===== config.mk =====
export PLATFORM = sky130hd
export DESIGN_NAME = dm_abstract_ctl_flat
export DESIGN_NICKNAME = d
export VERILOG_FILES = /design/src/rtl/dm_abstract_ctl_pkg.sv /design/src/rtl/dm_abstract_ctl_if.sv /design/src/rtl/dm_abstract_ctl_cmderr.sv /design/src/rtl/dm_abstract_ctl.sv /design/src/flat_wrapper.sv
export SDC_FILE = /design/constraint.sdc
export NUM_CORES = 1
export LEC_CHECK = 0
export CAP_MARGIN = 20
export CORE_MARGIN = 5
export CORE_UTILIZATION = 47
export DETAILED_ROUTE_END_ITERATION = 10
export GPL_ROUTABILITY_DRIVEN = 0
export PLACE_DENSITY = 0.95
export SETUP_SLACK_MARGIN = 0.1
export SLEW_MARGIN = 20
export SYNTH_ARGS = -nofsm -noshare
export SYNTH_HDL_FRONTEND = slang
export SYNTH_HIERARCHICAL = 1
export SYNTH_SLANG_ARGS = --single-unit

===== constraint.sdc =====
create_clock -name clk -period 4.5 [get_ports clk]
set_clock_uncertainty 0.05 [all_clocks]
set_input_delay 0.9 -clock clk [delete_from_list [all_inputs] [get_ports clk]]
set_output_delay 0.9 -clock clk [all_outputs]
set_load 0.03 [all_outputs]

===== src/rtl/dm_abstract_ctl_pkg.sv =====
// Shared definitions for the debug-module abstract-command controller:
// DMI register map, register field positions, cmderr codes, FSM states.
package dm_pkg;

  localparam logic [6:0] DMI_ADDR_DATA0      = 7'h04;
  localparam logic [6:0] DMI_ADDR_DMCONTROL  = 7'h10;
  localparam logic [6:0] DMI_ADDR_DMSTATUS   = 7'h11;
  localparam logic [6:0] DMI_ADDR_ABSTRACTCS = 7'h16;
  localparam logic [6:0] DMI_ADDR_COMMAND    = 7'h17;

  localparam int unsigned DMC_DMACTIVE  = 0;
  localparam int unsigned DMC_RESUMEREQ = 30;
  localparam int unsigned DMC_HALTREQ   = 31;

  localparam int unsigned DMS_VERSION_LSB   = 0;
  localparam int unsigned DMS_AUTHENTICATED = 7;
  localparam int unsigned DMS_ANYHALTED     = 8;
  localparam int unsigned DMS_ALLHALTED     = 9;
  localparam int unsigned DMS_ANYRESUMEACK  = 16;
  localparam int unsigned DMS_ALLRESUMEACK  = 17;
  localparam logic [3:0]  DMS_VERSION       = 4'd2;

  localparam int unsigned ACS_DATACOUNT_LSB   = 0;
  localparam int unsigned ACS_CMDERR_LSB      = 8;
  localparam int unsigned ACS_BUSY            = 12;
  localparam int unsigned ACS_PROGBUFSIZE_LSB = 24;
  localparam logic [3:0]  ACS_DATACOUNT       = 4'd1;
  localparam logic [4:0]  ACS_PROGBUFSIZE     = 5'd0;

  typedef enum logic [2:0] {
    CMDERR_NONE       = 3'd0,
    CMDERR_BUSY       = 3'd1,
    CMDERR_NOTSUP     = 3'd2,
    CMDERR_EXCEPTION  = 3'd3,
    CMDERR_HALTRESUME = 3'd4
  } cmderr_e;

  localparam logic [7:0] CMDTYPE_ACCESS_REG = 8'd0;
  localparam logic [7:0] CMDTYPE_ACCESS_MEM = 8'd2;

  typedef enum logic {
    ST_IDLE,
    ST_EXEC
  } abs_state_e;

  function automatic logic cmdtype_supported(input logic [7:0] cmdtype);
    return (cmdtype == CMDTYPE_ACCESS_REG) || (cmdtype == CMDTYPE_ACCESS_MEM);
  endfunction

endpackage


===== src/rtl/dm_abstract_ctl_if.sv =====
// DMI access bus between the debug transport (master) and the debug module (slave).
interface dm_abstract_ctl_if #(
  parameter int DMI_AW = 7,
  parameter int XLEN   = 32
) ();
  logic              dmi_req;
  logic              dmi_wr;
  logic [DMI_AW-1:0] dmi_addr;
  logic [XLEN-1:0]   dmi_wdata;
  logic [XLEN-1:0]   dmi_rdata;
  logic              dmi_ack;

  modport master (
    output dmi_req, dmi_wr, dmi_addr, dmi_wdata,
    input  dmi_rdata, dmi_ack
  );

  modport slave (
    input  dmi_req, dmi_wr, dmi_addr, dmi_wdata,
    output dmi_rdata, dmi_ack
  );
endinterface


===== src/rtl/dm_abstract_ctl_cmderr.sv =====
// cmderr register: the first error raised is sticky until cleared by W1C;
// core-side errors take priority over DMI-side errors in the same cycle.
module dm_cmderr_unit
  import dm_pkg::*;
(
  input  logic       clk,
  input  logic       rst_n,
  input  logic       clr,
  input  logic       core_err_v,
  input  logic [2:0] core_err,
  input  logic       dmi_err_v,
  input  logic [2:0] dmi_err,
  input  logic       w1c_en,
  input  logic [2:0] w1c_mask,
  output logic [2:0] cmderr
);

  // Sticky error capture; W1C only acts on an already-latched error.
  always_ff @(posedge clk or negedge rst_n) begin
    if (!rst_n) begin
      cmderr <= '0;
    end else if (clr) begin
      cmderr <= '0;
    end else if (cmderr == CMDERR_NONE) begin
      if (core_err_v)
        cmderr <= core_err;
      else if (dmi_err_v)
        cmderr <= dmi_err;
    end else if (w1c_en) begin
      cmderr <= cmderr & ~w1c_mask;
    end
  end

endmodule


===== src/rtl/dm_abstract_ctl.sv =====
// Debug-module-side controller: decodes DMI register accesses, drives the
// core halt/resume requests and the abstract-command execution handshake.
module dm_abstract_ctl
  import dm_pkg::*;
#(
  parameter int DMI_AW = 7,
  parameter int XLEN   = 32
) (
  input  logic            clk,
  input  logic            rst_n,
  dm_abstract_ctl_if.slave dmi,
  output logic            halt_req,
  output logic            resume_req,
  output logic            exec,
  output logic [XLEN-1:0] command,
  output logic [XLEN-1:0] data0_out,
  input  logic            halted,
  input  logic            done,
  input  logic            write,
  input  logic [XLEN-1:0] data_in,
  input  logic            error
);

  abs_state_e      state;
  logic            dmactive;
  logic            resumeack;
  logic [2:0]      cmderr;
  logic            busy;
  logic            wr_req, rd_req;
  logic            hit_data0, hit_dmc, hit_dms, hit_acs, hit_cmd;
  logic            deact;
  logic            core_done, core_abort, cmd_start;
  logic            core_err_v, dmi_err_v;
  logic [2:0]      core_err, dmi_err;
  logic [7:0]      cmdtype;
  logic [XLEN-1:0] rd_val;

  assign busy       = (state == ST_EXEC);
  assign wr_req     = dmi.dmi_req & dmi.dmi_wr;
  assign rd_req     = dmi.dmi_req & ~dmi.dmi_wr;
  assign hit_data0  = (dmi.dmi_addr == DMI_AW'(DMI_ADDR_DATA0));
  assign hit_dmc    = (dmi.dmi_addr == DMI_AW'(DMI_ADDR_DMCONTROL));
  assign hit_dms    = (dmi.dmi_addr == DMI_AW'(DMI_ADDR_DMSTATUS));
  assign hit_acs    = (dmi.dmi_addr == DMI_AW'(DMI_ADDR_ABSTRACTCS));
  assign hit_cmd    = (dmi.dmi_addr == DMI_AW'(DMI_ADDR_COMMAND));
  assign deact      = wr_req & hit_dmc & ~dmi.dmi_wdata[DMC_DMACTIVE];
  assign core_done  = busy & done;
  assign core_abort = busy & ~done & ~halted;
  assign cmdtype    = dmi.dmi_wdata[31:24];

  // Error sources and command-accept decision for this cycle's access.
  always_comb begin
    core_err_v = 1'b0;
    core_err   = CMDERR_NONE;
    dmi_err_v  = 1'b0;
    dmi_err    = CMDERR_NONE;
    cmd_start  = 1'b0;
    if (core_done && error) begin
      core_err_v = 1'b1;
      core_err   = CMDERR_EXCEPTION;
    end else if (core_abort) begin
      core_err_v = 1'b1;
      core_err   = CMDERR_HALTRESUME;
    end
    if (wr_req && hit_cmd && (cmderr == CMDERR_NONE)) begin
      dmi_err_v = 1'b1;
      if (busy)
        dmi_err = CMDERR_BUSY;
      else if (!cmdtype_supported(cmdtype))
        dmi_err = CMDERR_NOTSUP;
      else if (!halted)
        dmi_err = CMDERR_HALTRESUME;
      else begin
        dmi_err_v = 1'b0;
        cmd_start = 1'b1;
      end
    end
    if (dmi.dmi_req && hit_data0 && busy) begin
      dmi_err_v = 1'b1;
      dmi_err   = CMDERR_BUSY;
    end
  end

  // Read data for the register addressed this cycle.
  always_comb begin
    rd_val = '0;
    if (hit_data0) begin
      rd_val = data0_out;
    end else if (hit_dmc) begin
      rd_val[DMC_HALTREQ]  = halt_req;
      rd_val[DMC_DMACTIVE] = dmactive;
    end else if (hit_dms) begin
      rd_val[DMS_ALLRESUMEACK]         = resumeack;
      rd_val[DMS_ANYRESUMEACK]         = resumeack;
      rd_val[DMS_ALLHALTED]            = halted;
      rd_val[DMS_ANYHALTED]            = halted;
      rd_val[DMS_AUTHENTICATED]        = 1'b1;
      rd_val[DMS_VERSION_LSB +: 4]     = DMS_VERSION;
    end else if (hit_acs) begin
      rd_val[ACS_PROGBUFSIZE_LSB +: 5] = ACS_PROGBUFSIZE;
      rd_val[ACS_BUSY]                 = busy;
      rd_val[ACS_CMDERR_LSB +: 3]      = cmderr;
      rd_val[ACS_DATACOUNT_LSB +: 4]   = ACS_DATACOUNT;
    end
  end

  dm_cmderr_unit u_cmderr (
    .clk        (clk),
    .rst_n      (rst_n),
    .clr        (deact),
    .core_err_v (core_err_v),
    .core_err   (core_err),
    .dmi_err_v  (dmi_err_v),
    .dmi_err    (dmi_err),
    .w1c_en     (wr_req & hit_acs),
    .w1c_mask   (dmi.dmi_wdata[ACS_CMDERR_LSB +: 3]),
    .cmderr     (cmderr)
  );

  // DMI response, run-control latches and abstract-command FSM.
  always_ff @(posedge clk or negedge rst_n) begin
    if (!rst_n) begin
      dmi.dmi_ack   <= 1'b0;
      dmi.dmi_rdata <= '0;
      state         <= ST_IDLE;
      dmactive      <= 1'b0;
      halt_req      <= 1'b0;
      resume_req    <= 1'b0;
      resumeack     <= 1'b0;
      exec          <= 1'b0;
      command       <= '0;
      data0_out     <= '0;
    end else begin
      dmi.dmi_ack   <= dmi.dmi_req;
      dmi.dmi_rdata <= rd_req ? rd_val : '0;
      if (deact) begin
        // dmactive=0 behaves as a synchronous reset of everything else;
        // a done arriving afterwards finds the FSM idle and is dropped.
        state      <= ST_IDLE;
        dmactive   <= 1'b0;
        halt_req   <= 1'b0;
        resume_req <= 1'b0;
        resumeack  <= 1'b0;
        exec       <= 1'b0;
        command    <= '0;
        data0_out  <= '0;
      end else begin
        if (resume_req && !halted) begin
          resume_req <= 1'b0;
          resumeack  <= 1'b1;
        end
        if (wr_req && hit_dmc) begin
          dmactive <= 1'b1;
          halt_req <= dmi.dmi_wdata[DMC_HALTREQ];
          if (dmi.dmi_wdata[DMC_RESUMEREQ] && !dmi.dmi_wdata[DMC_HALTREQ] && halted) begin
            resume_req <= 1'b1;
            resumeack  <= 1'b0;
          end
        end
        if (core_done && write)
          data0_out <= data_in;
        else if (wr_req && hit_data0 && !busy)
          data0_out <= dmi.dmi_wdata;
        case (state)
          ST_IDLE: begin
            if (cmd_start) begin
              command <= dmi.dmi_wdata;
              state   <= ST_EXEC;
              exec    <= 1'b1;
            end
          end
          ST_EXEC: begin
            if (done || !halted) begin
              state <= ST_IDLE;
              exec  <= 1'b0;
            end
          end
          default: begin
            state <= ST_IDLE;
            exec  <= 1'b0;
          end
        endcase
      end
    end
  end

endmodule

===== src/flat_wrapper.sv =====
// flat-port wrapper written by rule: the top's interface ports become plain ports
module dm_abstract_ctl_flat import dm_pkg::*;
#(
  parameter int DMI_AW = 7,
  parameter int XLEN   = 32
)
  (clk, rst_n, halt_req, resume_req, exec, command, data0_out, halted, done, write, data_in, error, dmi_dmi_req, dmi_dmi_wr, dmi_dmi_addr, dmi_dmi_wdata, dmi_dmi_rdata, dmi_dmi_ack);
  dm_abstract_ctl_if #(.DMI_AW(DMI_AW), .XLEN(XLEN)) dmi_i ();
  input  logic clk;
  input  logic rst_n;
  output logic halt_req;
  output logic resume_req;
  output logic exec;
  output logic [XLEN-1:0] command;
  output logic [XLEN-1:0] data0_out;
  input  logic halted;
  input  logic done;
  input  logic write;
  input  logic [XLEN-1:0] data_in;
  input  logic error;
  input wire logic [$bits(dmi_i.dmi_req)-1:0] dmi_dmi_req;
  input wire logic [$bits(dmi_i.dmi_wr)-1:0] dmi_dmi_wr;
  input wire logic [$bits(dmi_i.dmi_addr)-1:0] dmi_dmi_addr;
  input wire logic [$bits(dmi_i.dmi_wdata)-1:0] dmi_dmi_wdata;
  output wire logic [$bits(dmi_i.dmi_rdata)-1:0] dmi_dmi_rdata;
  output wire logic [$bits(dmi_i.dmi_ack)-1:0] dmi_dmi_ack;
  assign dmi_i.dmi_req = dmi_dmi_req;
  assign dmi_i.dmi_wr = dmi_dmi_wr;
  assign dmi_i.dmi_addr = dmi_dmi_addr;
  assign dmi_i.dmi_wdata = dmi_dmi_wdata;
  assign dmi_dmi_rdata = dmi_i.dmi_rdata;
  assign dmi_dmi_ack = dmi_i.dmi_ack;
  dm_abstract_ctl #(.DMI_AW(DMI_AW), .XLEN(XLEN)) u_core (.clk(clk), .rst_n(rst_n), .dmi(dmi_i), .halt_req(halt_req), .resume_req(resume_req), .exec(exec), .command(command), .data0_out(data0_out), .halted(halted), .done(done), .write(write), .data_in(data_in), .error(error));
endmodule

==> Yosys cells after proc, flatten, opt, wreduce, memory -nomap -nowiden <==
Index checks and enable logic that the tools add are counted.
{ "classes": {"n_mux": 76, "n_reduce_logical": 26, "bitwise_logic": 15, "eq_ne": 10} }
{ "op_table": {"columns": ["operator", "count"], "rows": [
  ["32-bit 2-to-1 mux", 7],
  ["3-bit 2-to-1 mux", 16],
  ["1-bit 2-to-1 mux", 40],
  ["7-bit by 5-bit == test with 1-bit output, second input constant", 4],
  ["4-bit 2-to-1 mux", 4],
  ["1-bit logical AND", 12],
  ["2-bit 2-to-1 mux", 5],
  ["1-bit AND", 8],
  ["8-bit by 2-bit == test with 1-bit output, second input constant", 1],
  ["8-bit zero test", 1],
  ["7-bit by 3-bit == test with 1-bit output, second input constant", 1],
  ["6-bit 2-to-1 mux", 1],
  ["2-bit AND reduction", 3],
  ["3-bit nonzero test", 2],
  ["5-bit 2-to-1 mux", 1],
  ["1-bit inverter", 5],
  ["4-bit by 1-bit != test with 1-bit output, second input constant", 1],
  ["1-bit one-hot mux with 2 select lines", 2],
  ["2-bit nonzero test", 2],
  ["3-bit AND", 1],
  ["1-bit zero test", 3],
  ["3-bit zero test", 1],
  ["3-bit by 1-bit != test with 1-bit output, second input constant", 1],
  ["3-bit != test, second input constant", 1],
  ["3 further kinds", 4]
]} }
{ "word_totals": {"out_inout_bits": 100, "elab_cells": 138, "ff_bits": 106, "in_bits": 79} }

==> Longest topological paths before layout <==
{ "logic_depth": {"word_depth": 10, "mapped_depth": 7, "mapped_depth_nobuf": 6} }

==> Hierarchy <==
Netlist, hierarchy kept.
{ "modules_own_cells": {"columns": ["module", "area_per_inst_um2", "cells_per_inst", "seq_area_each_um2", "n_inst"], "rows": [
  ["dm_abstract_ctl", 4453.0, 412, 2577.5, 1],
  ["dm_cmderr_unit", 185.2, 17, 75.1, 1]
]} }

==> Worst setup path after synthesis <==
No wires, ideal clock.
{ "synth_path": {"path_kind": "input to register", "startpoint": "in dmi_dmi_addr[5]", "endpoint": "reg u_core.command[28]", "arrival_time_ns": 2.854, "setup_ns": 0.120, "n_path_buf": 3, "stages": 7, "required_time_ns": 4.330, "setup_slack_ns": 1.476, "cell_sequence": "or4b_1 buf_2 or4_4 or3_1 buf_2 buf_6 and3_1"} }
{ "synth_via": {"elab_chain_cells": 6, "elab_cells_between_ends": 11, "cone_classes": "3 x eq/ne; 2 x mux; 2 x bitwise; 4 x reduce/logical"} }
{ "synth_rtl": {"columns": ["item", "line", "source"], "rows": [
  ["from (decl)", "flat_wrapper.sv:23", "input wire logic [$bits(dmi_i.dmi_addr)-1:0] dmi_dmi_addr;"],
  ["7-bit by 5-bit == test with 1-bit output", "dm_abstract_ctl.sv:45", "assign hit_cmd = (dmi.dmi_addr == DMI_AW'(DMI_ADDR_COMMAND));"],
  ["1-bit logical AND (2 in a row)", "dm_abstract_ctl.sv:65", "if (wr_req && hit_cmd && (cmderr == CMDERR_NONE)) begin"],
  ["1-bit 2-to-1 mux", "dm_abstract_ctl.sv:65", null],
  ["2-bit nonzero test (no line)", null, null],
  ["2-bit AND reduction (no line)", null, null],
  ["to (signal assigned)", "dm_abstract_ctl.sv:167", "command <= dmi.dmi_wdata;"],
  ["to (decl)", "dm_abstract_ctl.sv:15", "output logic [XLEN-1:0] command,"]
]} }
Parallel ways exist; a longest one is shown, timed or not.
A chain may end at the register's enable or synchronous reset.

==> Worst setup path after layout <==
{ "layout_path": {"startpoint": "in dmi_dmi_addr[4]", "endpoint": "reg u_core.command[24]"} }
The elaborated chain is that of the path after synthesis.

==> flow_summary.yaml <==
critical_path:
  end_kind: "flop"
  critPathLaunchType: "input port"
  crit_fanout: 33
  required_ns: 4.70
  arrival_ns: 3.85
  worst-setup-path-type: "input port to flop"
logic_synthesis:
  syn_area_per_cell_um2: 10.81
  yosys.area.top_type: "dfrtp_1"
  synth_cell_types: 40
  synth_area_um2: 4638
  synth_edf_count: 0
  synth.area.top_cells: "dfrtp_1, mux2i_1, a21oi_1"
  ys_async_sr_fraction_pct: 100.0
  synth_fp_nets: 508
  syn-instance-count: 429
  netlist.area_leader.share_pct: 57.19
  dominantRegCellSynth: "dfrtp_1"
  ys_ff_latch: 106
  synth_common_cells: "dfrtp_1, mux2i_1, a21oi_1"
  ys_warn_count: 6
  seq_area_frac_synth_pct: 57.19
  synth_most_common_cell: "dfrtp_1"
status:
  status: "finished, final reports clean"
cells_and_area:
  final_util_pct: 69.70
  regArea_um2: 2653
  nets: 677
  area_delta_synth_final_pct: 45.54
  layout-drive-gt1-share_pct: 5.473
  fill_cells: 681
  antenna_cells: 0
  multiInputGateArea_um2: 1774
sta:
  setup_violations: 0
  rsz0062_at_grt: "false"
  drv_slew: 0
  finalHoldViolations: 0
  max_freq_ghz: 0.2740
  maxSlewHeadroom_pct: 37.77
  fin_crit_sh_pct: 81.09
  worst_slew_pin_slew_ns: 0.9335
  setup_tns_ns: 0
  min_period_ns: 3.649
grt:
  grt_max_degree: 81
  grt_pass1_wl_mm: 21.47
  grt_overflow: 0
  antenna_found_initial: 0
  grt.total_usage_pct: 23.44
  grt_pass1_vias: 4207
pwr:
  p_leak_nw: 3.399
  power.density_nw_per_um2: 271.9
  ir_worst_vdd_v: 0.0001521
clocking:
  clockBufferDepth: 2
  cts_hold_buf: 0
  cts_htree_levels: 3
  root_buffer: "clkbuf_8"
  clk_latency_ns: 0.36
  post_cts_buffers: 0
  numCtsBuffers: 9
  clkTransAtPathRegs_ns: 0.11
  cts_sinks: 106
  cts_resized: 0
  cts_tree: "done"
drt:
  drt_iter0_drc: 273
  antenna_left: 0
  wl_per_cell_um: 19.05
  vias: 3958
  wl_mm: 14.02
  firstDrtPassIters: 5
  drc: 0
  via_per_inst: 5.378
floorplan:
  die_h_um: 109.3
  core-area_um2: 9684
  ioPinCount: 179
  std_cell_rows: 36
  start_util_pct: 47.89
  die_area_um2: 11960
  die_w_um: 109.3
place:
  portBuffers: 178
  dp_hpwl_mm: 10.43
run:
  maxCapViolCount: 0
worst_hold_path:
  hp-class: "input port to asynchronous set/reset pin"
-- final timing paths --
check                      depth (start not counted)                 startpoint              endpoint  slack, ns
max in group asynchronous                          3                      rst_n  u_core/data0_out[17]       3.04
max reg2reg                                        4  u_core/u_cmderr/cmderr[2]    u_core/command[24]       1.64
max                                                5            dmi_dmi_addr[4]    u_core/command[24]       0.85
min in group clk                                   2                u_core/exec           u_core/exec       0.45
min                                                1                      rst_n     u_core/command[2]       0.37
min reg2reg                                        2                u_core/exec           u_core/exec       0.45
-- final cells by class --
type,instances,share of cell area [%]
well taps,133,2.465
clock inverters,5,0.6673
inverters,29,1.613
flip-flops and latches,106,39.30
clock buffers,11,2.243
multi-input cells,267,26.28
repair buffers,185,27.43
-- registers in the layout (all words and copies together) (netlist names) --
| register | cells |
|---|---|
| u_core/command | 32 |
| u_core/exec | 1 |
| u_core/resumeack | 1 |
| u_core/resume_req | 1 |
| u_core/dmi.dmi_rdata | 32 |
| u_core/halt_req | 1 |
| u_core/busy | 1 |
| u_core/dmactive | 1 |
| u_core/dmi.dmi_ack | 1 |
| u_core/data0_out | 32 |
| u_core/u_cmderr/cmderr | 3 |
-- power breakdown --
group          total [W]  internal (W)  switching (W)
sequential      0.000999      0.000977      0.0000217
combinational   0.000265      0.000129       0.000136
clock           0.000572      0.000240       0.000332
-- critical path, cell delays in order --
cell	delay, ns
clkdlybuf4s50_1	0.51
or4b_1	0.61
or4_4	0.57
or3_2	0.88
and3_1	0.36
-- per-stage QoR --
step	total power [W]	hold WS, ns	worst slack (ns)	cells	area (um2)
after floorplan	0.001110	0.4346	1.476	429	4638
after detailed placement	0.001278	0.4325	0.4942	719	6526
final	0.001836	0.3708	0.8509	736	6750
after global placement	0.001270	0.4229	0.5520	719	6526
after global routing	0.001903	0.3736	0.8469	736	6750
after CTS	0.001844	0.4535	0.8865	735	6723
-- placed cells by master, fill, tap and decap left out, drive strengths merged, types with 2 or more instances in the layout --
cell / count
clkdlybuf4s50: 177
dfrtp: 106
mux2i: 59
a21oi: 39
nand2: 34
o21ai: 33
inv: 31
and2: 25
nor2: 15
clkbuf: 11
and3: 9
buf: 8
nor3: 5
nand2b: 4
a22o: 4
or3: 4
nand3: 4
or4b: 3
a22oi: 3
nor4: 3
o32ai: 3
or4: 3
clkinv: 2
nor2b: 2
a32o: 2
-- logic make-up (layout without fill, tap and decap cells) --
group	Yosys count	count (layout)	synth area share, %
compound gates	92	92	11.68
simple gates	116	116	13.33
mux	59	59	12.73
buf+inv	56	230	5.071
flops	106	106	57.19
-- per-layer routing --
metal / vias up / share of wire, % / GRT usage, %
met5: - / 0 / 0
met4: 0 / 3.1 / 10.51
met2: 160 / 53 / 42.24
met1: 1944 / 38 / 27.19
met3: 31 / 6.2 / 4.052
li1: 1823 / - / -
Power figures use the tool's default switching activity.
